**src/rtl/utim64_pkg.sv**
```systemverilog
// rtl/utim64_pkg.sv - shared constants, state encoding and half-mask helper for the utim64 timer
package utim64_pkg;

    localparam int COUNTER_WIDTH  = 64;
    localparam int DQM_HALF_WIDTH = 32;

    typedef enum logic [1:0] {
        DISABLED = 2'h0,
        ARMED    = 2'h1,
        FIRED    = 2'h2
    } compState_t;

    // Merge new data into an old value; a half is replaced only when its mask bit is low
    function automatic logic [COUNTER_WIDTH-1:0] applyDqm(
        input logic [COUNTER_WIDTH-1:0] oldValue,
        input logic [COUNTER_WIDTH-1:0] newValue,
        input logic [1:0]               nDqm
    );
        logic [COUNTER_WIDTH-1:0] merged;
        merged = oldValue;
        if (!nDqm[0]) merged[DQM_HALF_WIDTH-1:0]             = newValue[DQM_HALF_WIDTH-1:0];
        if (!nDqm[1]) merged[COUNTER_WIDTH-1:DQM_HALF_WIDTH] = newValue[COUNTER_WIDTH-1:DQM_HALF_WIDTH];
        return merged;
    endfunction

endpackage

```
**src/rtl/utim64_dqm_reg.sv**
```systemverilog
// rtl/utim64_dqm_reg.sv - 64-bit register with write enable and active-low two-half mask
module utim64_dqm_reg
    import utim64_pkg::*;
(
    input  logic                     iCLOCK,
    input  logic                     inRESET,
    input  logic                     iWRITE,
    input  logic [1:0]               inDQM,
    input  logic [COUNTER_WIDTH-1:0] iDATA,
    output logic [COUNTER_WIDTH-1:0] oDATA
);

    logic [COUNTER_WIDTH-1:0] value;

    // Update only the unmasked halves on a write strobe
    always_ff @(posedge iCLOCK or negedge inRESET) begin
        if (!inRESET) begin
            value <= '0;
        end else if (iWRITE) begin
            value <= applyDqm(value, iDATA, inDQM);
        end
    end

    assign oDATA = value;

endmodule

```
**src/rtl/utim64_comparator.sv**
```systemverilog
// rtl/utim64_comparator.sv - compare/interrupt unit for utim64; periodic re-arm under UTIM64_COMPARATOR_PERIODIC_EN
module utim64_comparator
    import utim64_pkg::*;
(
    input  logic        iCLOCK,
    input  logic        inRESET,
    input  logic        iCONF_WRITE,
    input  logic        iCONF_ENA,
    input  logic        iCONF_PERIODIC,
    input  logic        iCOMP_WRITE,
    input  logic [1:0]  inCOMP_DQM,
    input  logic [63:0] iCOMP_VALUE,
    input  logic        iPERIOD_WRITE,
    input  logic [63:0] iPERIOD_VALUE,
    input  logic        iCOUNTER_WORKING,
    input  logic [63:0] iCOUNTER,
    input  logic        iIRQ_ACK,
    output logic        oIRQ_VALID,
    output logic        oOVERRUN,
    output logic        oARMED,
    output logic [63:0] oCOMPARE
);

    compState_t               state;
    compState_t               stateNext;
    logic [COUNTER_WIDTH-1:0] compare;
    logic [COUNTER_WIDTH-1:0] compareData;
    logic                     compareWrite;
    logic [1:0]               compareDqm;
    logic [COUNTER_WIDTH-1:0] period;
    logic                     periodicMode;
    logic                     irqValid;
    logic                     irqValidNext;
    logic                     overrun;
    logic                     overrunNext;
    logic                     match;

`ifdef UTIM64_COMPARATOR_PERIODIC_EN
    logic periodicNext;
    logic periodWrite;

    assign periodWrite  = iPERIOD_WRITE && (state != ARMED);
    assign periodicNext = (iCONF_WRITE && iCONF_ENA) ? iCONF_PERIODIC : periodicMode;

    utim64_dqm_reg uPeriodReg (
        .iCLOCK (iCLOCK),
        .inRESET(inRESET),
        .iWRITE (periodWrite),
        .inDQM  (2'b00),
        .iDATA  (iPERIOD_VALUE),
        .oDATA  (period)
    );

    // Mode is captured only when the comparator is enabled
    always_ff @(posedge iCLOCK or negedge inRESET) begin
        if (!inRESET) begin
            periodicMode <= 1'b0;
        end else begin
            periodicMode <= periodicNext;
        end
    end
`else
    logic unusedPeriodicInputs;

    assign periodicMode         = 1'b0;
    assign period               = '0;
    assign unusedPeriodicInputs = ^{iPERIOD_WRITE, iPERIOD_VALUE, iCONF_PERIODIC};
`endif

    utim64_dqm_reg uCompareReg (
        .iCLOCK (iCLOCK),
        .inRESET(inRESET),
        .iWRITE (compareWrite),
        .inDQM  (compareDqm),
        .iDATA  (compareData),
        .oDATA  (compare)
    );

    // Exact equality against the live count; a stopped counter never matches
    assign match = (state == ARMED) && iCOUNTER_WORKING && (iCOUNTER == compare);

    // Next state, interrupt flags and compare-register write selection
    always_comb begin
        stateNext    = state;
        irqValidNext = irqValid;
        overrunNext  = overrun;
        compareWrite = 1'b0;
        compareDqm   = 2'b11;
        compareData  = iCOMP_VALUE;

        if (iIRQ_ACK && irqValid) begin
            irqValidNext = 1'b0;
        end

        if (iCONF_WRITE) begin
            // Config write takes priority; a coincident match is dropped
            overrunNext = 1'b0;
            if (iCONF_ENA) begin
                stateNext = ARMED;
            end else begin
                stateNext    = DISABLED;
                irqValidNext = 1'b0;
            end
        end else if (match) begin
            irqValidNext = 1'b1;
            if (irqValid && !iIRQ_ACK) begin
                overrunNext = 1'b1;
            end
            if (periodicMode) begin
                compareWrite = 1'b1;
                compareDqm   = 2'b00;
                compareData  = compare + period;
            end else begin
                stateNext = FIRED;
            end
        end

        // Software compare writes are blocked while armed, so they never race the re-arm update
        if (iCOMP_WRITE && (state != ARMED)) begin
            compareWrite = 1'b1;
            compareDqm   = inCOMP_DQM;
            compareData  = iCOMP_VALUE;
        end
    end

    // Comparator state register
    always_ff @(posedge iCLOCK or negedge inRESET) begin
        if (!inRESET) begin
            state <= DISABLED;
        end else begin
            state <= stateNext;
        end
    end

    // Interrupt request and sticky overrun flag
    always_ff @(posedge iCLOCK or negedge inRESET) begin
        if (!inRESET) begin
            irqValid <= 1'b0;
            overrun  <= 1'b0;
        end else begin
            irqValid <= irqValidNext;
            overrun  <= overrunNext;
        end
    end

    assign oIRQ_VALID = irqValid;
    assign oOVERRUN   = overrun;
    assign oARMED     = (state == ARMED);
    assign oCOMPARE   = compare;

endmodule

```
**config.mk**
```make
export PLATFORM = sky130hd
export DESIGN_NAME = utim64_comparator
export DESIGN_NICKNAME = d
export VERILOG_FILES = /design/src/rtl/utim64_pkg.sv /design/src/rtl/utim64_dqm_reg.sv /design/src/rtl/utim64_comparator.sv
export SDC_FILE = /design/constraint.sdc
export NUM_CORES = 1
export LEC_CHECK = 0
export BUFFER_PORTS_ARGS = -buffer_cell sky130_fd_sc_hd__buf_4
export CORE_MARGIN = 10
export CORE_UTILIZATION = 37
export CTS_CLUSTER_DIAMETER = 50
export DETAILED_ROUTE_END_ITERATION = 7
export PLACE_DENSITY = 0.79
export SYNTH_ARGS = -nofsm -noshare
export SYNTH_HDL_FRONTEND = slang
export SYNTH_HIERARCHICAL = 1
export SYNTH_SLANG_ARGS = --single-unit
```
**constraint.sdc**
```tcl
create_clock -name iCLOCK -period 1.9 [get_ports iCLOCK]
set_clock_uncertainty 0.2 [all_clocks]
set_input_delay 0.57 -clock iCLOCK [delete_from_list [all_inputs] [get_ports iCLOCK]]
set_output_delay 0.57 -clock iCLOCK [all_outputs]
set_load 0.01 [all_outputs]
```
## Yosys cells after proc, flatten, opt, wreduce, memory -nomap -nowiden

Index checks and enable logic that the tools add are counted.

- Equality and inequality tests: 3
- Muxes and demuxes: 12
- Bitwise logic cells: 2
- Reduce and logical (&&, ||, !) cells: 11

Operator list:

| operator | count |
|---|---|
| == test 64 bit | 1 |
| 2-to-1 mux 1 bit | 9 |
| 2-to-1 mux 2 bit | 3 |
| AND reduction 2 bit | 3 |
| logical AND 1 bit | 5 |
| nonzero test 2 bit | 2 |
| == test 2 x 1 -> 1 bit, second input constant | 1 |
| inequality test 2 x 1 -> 1 bit, second input constant | 1 |
| inverter 1 bit | 2 |
| logical NOT 1 bit | 1 |

- Bits in registers: 68
- Input port bits: 203
- Output and inout bits: 67
- Logic and storage cells: 33

## Logic depth before layout (Yosys ltp)

Gate-level depths: netlist of run 1.

- Depth after elaboration: 5
- Mapped depth: 7
- Mapped depth without buffers: 5

## Cells and area by module

The synthesis of run 1 kept the hierarchy.

Modules (own cells, without submodules):

| module | instances | cells each | area each (um^2) | seq. area each (um^2) |
|---|---|---|---|---|
| utim64_dqm_reg | 1 | 138 | 2,717.6 | 1,601.5 |
| utim64_comparator | 1 | 108 | 904.6 | 100.1 |

## Worst setup path before layout of run 1

Ideal clock, no wire load.

- Path kind: input to register
- Start: input port iCOMP_WRITE
- End: register uCompareReg.value[0], in the netlist uCompareReg/oDATA[0]
- Setup time: 0.125 ns
- Arrival: 1.628 ns
- Required time: 1.575 ns
- Path slack: -0.053 ns
- Cell stages on the path: 6
- Buffers on the path: 2
- Path through: o21ai_0 -> or2_2 -> nor2b_4 -> buf_6 -> buf_12 -> mux2_4

- Word-level cells in the longest chain between the ends: 4
- Elaborated cells between the ends (all ways): 5
- Those cells by class: 2 x mux; 1 x bitwise; 2 x reduce/logical

RTL lines:

| item | RTL line | RTL |
|---|---|---|
| start, declared | utim64_comparator.sv:10 | `input logic iCOMP_WRITE,` |
| logical AND 1 bit | utim64_comparator.sv:119 | `if (iCOMP_WRITE && (state != ARMED)) begin` |
| 2-to-1 mux 2 bit | utim64_comparator.sv:119 |  |
| net compareDqm[0] | utim64_comparator.sv:29 | `logic [1:0] compareDqm;` |
| inverter 1 bit (no line) | n/a |  |
| AND reduction 2 bit (no line) | n/a |  |
| end signal, assigned | utim64_dqm_reg.sv:20 | `value <= applyDqm(value, iDATA, inDQM);` |
| end, declared | utim64_dqm_reg.sv:13 | `logic [COUNTER_WIDTH-1:0] value;` |

The timed path passes the listed nets, and every way through them passes these cells.
A chain may end at the register's enable or synchronous reset.

## Worst setup path in the final report of run 1

- Start: register uCompareReg.value[58], in the netlist uCompareReg/oDATA[58]
- End: register overrun, in the netlist oOVERRUN

- Word-level cells in the longest chain between the ends: 4

RTL lines:

| item | RTL line | RTL |
|---|---|---|
| == test 64 bit | utim64_comparator.sv:80 | `assign match = (state == ARMED) && iCOUNTER_WORKING && (iCOUNTER == compare);` |
| logical AND 1 bit | utim64_comparator.sv:80 |  |
| nonzero test 2 bit (no line) | n/a |  |
| AND reduction 2 bit (no line) | n/a |  |
| end signal, assigned | utim64_comparator.sv:142 | `overrun <= overrunNext;` |
| end, declared | utim64_comparator.sv:34 | `logic overrun;` |

Every way passes these cells.

==> results of run 1 <==
[synth_stat cells]
library cell   n
a22oi_1        1
buf_12         6
buf_6          2
dfrtp_1       68
inv_1          5
mux2_2         4
mux2_4        60
nand2_1        1
nand2b_1       2
nand4_1       15
nor2_1         1
nor2b_1        1
nor2b_4        2
nor3_1         1
nor4_1         4
nor4_2         1
nor4b_1        1
o21a_1         1
o21ai_0        2
o221ai_1       1
o22ai_1        2
o31ai_2        1
or2_2          2
xnor2_1       53
xor2_1         9
[worst max path at each step]
stage | endpoint | from | slack, ps
after floorplan | uCompareReg/oDATA[0] | iCOMP_WRITE | -50
after global placement | state[0] | iCOUNTER[2] | -400
after detailed placement | oOVERRUN | iCOUNTER[2] | -410
after CTS | oOVERRUN | uCompareReg/oDATA[60] | -30
after global routing | oOVERRUN | uCompareReg/oDATA[58] | -180
final | oOVERRUN | uCompareReg/oDATA[58] | -90
[registers in the layout, summed over array words and instances, names as in the netlist]
register and count:
uCompareReg/oDATA 64, state 2, oIRQ_VALID 1, oOVERRUN 1
[worst register-to-register path: stages (launching register included)]
cell     delay [ps]
dfrtp_1         410
xnor2_1         200
nand4_1         140
nor4_2          280
buf_4           150
nand4_1         230
o31ai_4         280
[kinds of logic after synthesis]
logic type / Yosys count / share of synthesized area
AO/OA/AOI/OAI: 8 / 0.0162
buffers and inverters: 13 / 0.0446
AND/OR/NAND/NOR: 31 / 0.0584
multiplexers: 64 / 0.261
XOR/XNOR: 62 / 0.150
flip-flops: 68 / 0.470
[power by group]
| part | internal [µW] | switching (µW) |
|---|---|---|
| clock | 669 | 540 |
| combinational | 1570 | 840 |
| sequential | 1850 | 403 |
| total | 4100 | 1780 |
[what timing repair did]
action,in CTS,in global routing
gates cloned,0,4
setup endpoints to repair,28,69
pin swaps,5,14
setup buffers,1,5
resized for setup,3,15
[stage by stage]
step	std cells	total power, µW	util
2_1_floorplan	246	3430	-
4_1_cts	609	5880	0.577
6_report	618	5880	0.601
3_5_place_dp	592	4640	0.554
5_1_grt	618	6220	0.601
3_3_place_gp	592	4570	0.554
[area by class of cell]
cell class	count	share of cell area
Clock buffer	11	0.0261
Clock inverter	5	0.00864
Inverter	5	0.00324
Multi-Input combinational cell	165	0.313
Sequential cell	68	0.294
Tap cell	133	0.0287
Timing Repair Buffer	231	0.326
[cells in the final DEF (no fill, tap or decap), types with 2 or more instances in the layout]
| cell | count |
|---|---|
| buf_12 | 6 |
| buf_4 | 218 |
| buf_6 | 3 |
| clkbuf_16 | 4 |
| clkbuf_8 | 11 |
| clkinv_2 | 4 |
| dfrtp_1 | 68 |
| inv_1 | 4 |
| mux2_2 | 4 |
| mux2_4 | 60 |
| nand2b_1 | 2 |
| nand4_1 | 15 |
| nor2b_4 | 2 |
| nor4_1 | 2 |
| nor4_2 | 2 |
| o22ai_1 | 2 |
| or2_4 | 2 |
| xnor2_1 | 52 |
| xor2_1 | 9 |
[layer usage]
metal  vias to the layer above  GRT usage
met5                         -          0
met4                         0     0.0603
met3                        14     0.0496
met2                       109      0.271
met1                      1382      0.162
li1                       1326          -
==> results_dict.tcl, run 1 <==
set metrics [dict create \
    netlist_area_um2 3620 \
    setup_viol 2 \
    wl_met1_mm 4.52 \
    portBuffers 203 \
    crit_type "flop to flop" \
    wl_met3_um 762 \
    rsz0062_at_grt "true" \
    grt_antenna_before_repair 0 \
    slew_viol_final 0 \
    end_kind "flop" \
    peakVddDrop_v 0.000548 \
    worstRegToRegCells 6 \
    initial_core_util 0.376 \
    final_cell_area_um2 5790 \
    drc_errors 0 \
    multi_input_area_um2 1810 \
    first_pass_iters 4 \
    start_kind "flop" \
    hpwl_mm 8.75 \
    path_depth 6 \
    die_x_um 119 \
    dp_slack_ps -412 \
    worst_path_most_repeated_cell "nand4_1" \
    grt_pass1_vias 3286 \
    coreArea_um2 9640 \
    grt_pass1_wl_mm 17.2 \
    drive_gt1_frac 0.666 \
    grt_max_degree 69 \
    min_period_ps 1990 \
    cts_hold_buf 0 \
    synth-seq-area-share 0.470 \
    yosys_register_bits 68 \
    postSynthCellCount 246 \
    wl_per_cell_um 18.5 \
    violations "setup timing" \
    synth_nets 449 \
    setup_ws_ps -90.7 \
    cts_sinks 68 \
    cp_num_buf_inv 1 \
    dieHeight_um 119 \
    synth.area.top_cells "dfrtp_1 (47%), mux2_4 (25%), xnor2_1 (13%)" \
    cts_tree "yes" \
    fill_cells 758 \
    viasPerCell 4.58 \
    synth_top_area_cell "dfrtp_1" \
    worstPathArrival_ps 2040 \
    synth.distinct_cells 25 \
    n_antenna_cell 0 \
    clkLatencyLatePin_ps 340 \
    met2_wirelength_mm 6.00 \
    synth.top_cell.area_share 0.470 \
    worst_pin_slew_ps 380 \
    postRouteAntennaNets 0 \
    crit_chain "xnor2_1, nand4_1, nor4_2, buf_4, nand4_1, o31ai_4" \
    worst_path_max_delay_cell "dfrtp_1" \
    crit_fanout 4 \
    drt_iter0_drc 91 \
    fp-row-count 36 \
    gr-total-overflow 0 \
    timing.setup.tns_ps -177 \
    power_density_nw_per_um2 1010 \
    status "finished, violations left" \
    dpl_cell_area_um2 5340 \
    yosysWarnings 6 \
    reg2reg_slack_ps -90 \
    period_share 1.05 \
    grt_usage 0.152 \
    design.portCount 270 \
    hold_viol 0 \
    avgSynthCellArea_um2 14.7 \
    hold_slack_ps 10.5 \
    dr_total_vias 2831 \
    htreeDepth 3 \
    cap_violations 0 \
    gp_congestion 0.813 \
    seqCellArea_um2 1700 \
    leakagePower_uw 0.00277 \
    die_area_um2 14100 \
    cp.required_ps 1950 \
    path_clk_slew_ps 70 \
    timing.rr.start "uCompareReg/oDATA[58]" \
    ctsLongestPathBuffers 2 \
    area_delta_synth_final_pct 59.9 \
    fin_nets 683 \
    wl_mm 11.5 \
    crit_family "simple AND/OR/NAND/NOR gates" \
    cpPeakStageDelay_ps 410 \
    r2r-end "oOVERRUN" \
    maxSlewHeadroom 0.747 \
    fmax_ghz 0.502 \
    top_layer "met4" \
    cts_buffers 9 \
    worstHoldPathType "primary input to asynchronous set/reset pin" \
    cts_root_buf "clkbuf_8" \
]
Power figures use the tool's default switching activity.
==> run 2: changes to the inputs <==
Settings changed: ABC_AREA set to 1, CORE_UTILIZATION 37 to 43, PLACE_DENSITY 0.79 to 0.83.
Clock period 1.9 ns to 1.87 ns, I/O delays scaled along.
==> run 2 against run 1 <==
Net effect: the flow now finishes without violations; global-route usage increased by 5.3 points; hold slack improved by 9.0 ps; synthesized cell count increased by 140%; largest cell class is now multi-input combinational cells; routed wire length increased by 27%; worst setup slack improved by 180 ps; area after synthesis increased by 13%; total power decreased by 4.9%; cell count increased by 53%; non-clock buffer count decreased by 12; first-iteration DRC count increased to 2.5 times the previous value; sequential share of layout area decreased by 1.1 points.
==> results_dict.tcl, run 2 <==
set metrics [dict create \
    synth.area.top_cells "dfrtp_1 (42%), nand2_1 (23%), nand3_1 (8.3%)" \
    final_cell_area_um2 6010 \
    coreArea_um2 9240 \
    die_area_um2 13800 \
    cts_tree "yes" \
    crit_fanout 2 \
    die_x_um 117 \
    synth_ff_type "dfrtp_1" \
    path_clk_slew_ps 80 \
    min_period_ps 1780 \
    slew_viol_final 0 \
    layout_common_cells "nand2_1 (253), buf_4 (213), inv_1 (71), nand3_1 (68), dfrtp_1 (68)" \
    drive_gt1_frac 0.302 \
    grt_antenna_before_repair 0 \
    setup_viol 0 \
    largest_register_ff_count 64 \
    gp_congestion 0.803 \
    worst_pin_slew_ps 387 \
    ctsLongestPathBuffers 2 \
    yosys_register_bits 68 \
    synth.most_common_cell "nand2_1" \
    crit_family "flip-flops" \
    worstPathArrival_ps 1020 \
    crit_chain "inv_2, nand2_1, clkinv_2, buf_4" \
    area_delta_synth_final_pct 47.4 \
    avgSynthCellArea_um2 6.79 \
    drc_errors 0 \
    dieHeight_um 117 \
    htreeDepth 3 \
    dpl_cell_area_um2 5850 \
    maxSlewHeadroom 0.742 \
    wl_mm 14.5 \
    dr_total_vias 4418 \
    dp_slack_ps -105 \
    synth_nets 804 \
    hpwl_mm 11.4 \
    design.portCount 270 \
    cpPeakStageDelay_ps 380 \
    synth-seq-area-share 0.417 \
    synth.top_cell.area_share 0.417 \
    portBuffers 203 \
    cp.required_ps 1110 \
    cts_root_buf "clkbuf_8" \
    grt_pass1_wl_mm 23.1 \
    viasPerCell 4.68 \
    cap_violations 0 \
    end_kind "primary output" \
    leakagePower_uw 0.00348 \
    hold_viol 0 \
    grt_pass1_vias 4614 \
    peakVddDrop_v 0.000498 \
    power_density_nw_per_um2 930 \
    start_kind "flop" \
    wl_met1_mm 5.47 \
    fp-row-count 35 \
    synthTopCellsByCount "nand2_1 (253), inv_1 (72), dfrtp_1 (68), nand3_1 (68), nor2_1 (60)" \
    cts_sinks 68 \
    rsz0062_at_grt "false" \
    period_share 0.953 \
    hold_slack_ps 19.5 \
    timing.setup.tns_ps 0 \
    grt_max_degree 69 \
    setup_ws_ps 88.1 \
    gr-total-overflow 0 \
    postRouteAntennaNets 0 \
    cts_buffers 9 \
    final_common_cell "nand2_1" \
    first_pass_iters 5 \
    synth.distinct_cells 21 \
    wl_met3_mm 1.34 \
    synth_edf_count 0 \
    yosysWarnings 6 \
    worst_path_max_delay_cell "dfrtp_1" \
    crit_type "flop to primary output" \
    worstHoldPathType "primary input to asynchronous set/reset pin" \
    top_layer "met4" \
    fmax_ghz 0.561 \
    grt_usage 0.205 \
    status "finished clean" \
    synthArstFlopShare 1.00 \
    cp_num_buf_inv 3 \
    synth_top_area_cell "dfrtp_1" \
    fin_nets 1015 \
    netlist_area_um2 4080 \
    postSynthCellCount 601 \
    met2_wirelength_mm 7.39 \
    drt_iter0_drc 232 \
    clkLatencyLatePin_ps 350 \
    wl_per_cell_um 15.4 \
    initial_core_util 0.442 \
    n_antenna_cell 0 \
]
==> run 2: worst paths after layout <==
| kind | endpoint | cells after the start | start | slack, ps |
|---|---|---|---|---|
| setup / recovery | oARMED | 4 | state[1] | 90 |
| hold / removal | uCompareReg/oDATA[16] | 2 | inRESET | 20 |
| setup reg to reg | uCompareReg/oDATA[11] | 10 | state[0] | 170 |
| hold reg to reg | state[1] | 2 | state[1] | 310 |
| max in group asynchronous | state[0] | 2 | inRESET | 1140 |
| min in group iCLOCK | state[1] | 2 | iCONF_WRITE | 200 |
==> run 2: cells by family after synthesis <==
kind of cell | Yosys count | share of synthesized area
flip-flops | 68 | 0.417
AO/OA/AOI/OAI | 6 | 0.00828
XOR/XNOR | 42 | 0.0902
buffers and inverters | 96 | 0.0987
AND/OR/NAND/NOR | 389 | 0.386
==> run 2: what timing repair did <==
| action | CTS | global route |
|---|---|---|
| buffers inserted | 1 | 0 |
| resized for setup | 0 | 2 |
| hold buffers | 0 | 0 |
| endpoints found under the setup margin | 1 | 2 |
==> run 2: metrics by stage <==
step,power [µW],std cells,utilization
6_report,5590,944,0.651
5_1_grt,6010,944,0.651
4_1_cts,5650,944,0.651
3_5_place_dp,4550,929,0.633
3_3_place_gp,4440,929,0.633
2_1_floorplan,3310,601,-
==> run 2: area by class of cell <==
cell class,count,area [µm²]
inverter,77,290
fill,809,3230
sequential,68,1700
clock buffer,11,141
timing repair buffer,219,1720
tap,129,161
multi-input combinational,437,1990
clock inverter,3,15.0
==> run 2: power breakdown <==
| group | internal (µW) | switching [µW] | leakage (µW) | total [µW] |
|---|---|---|---|---|
| combinational | 1140 | 1100 | 0.00253 | 2240 |
| sequential | 1840 | 434 | 0.000869 | 2280 |
| clock | 498 | 580 | 0.0000848 | 1080 |
| total | 3480 | 2110 | 0.00348 | 5590 |
==> run 2: worst register-to-register path, stage by stage (launching register included) <==
cell and delay (ps):
dfrtp_1 380, nand2_1 110, clkinv_2 60, buf_4 140, nor2_4 110, nand2_1 60
inv_1 100, nand2_1 110, buf_4 180, nand2_1 80, nand2_1 60
==> run 2: routing by layer <==
layer | up-vias | global-route usage
met3 | 20 | 0.0801
li1 | 2225 | -
met2 | 155 | 0.360
met4 | 0 | 0.0696
met5 | - | 0
met1 | 2018 | 0.218
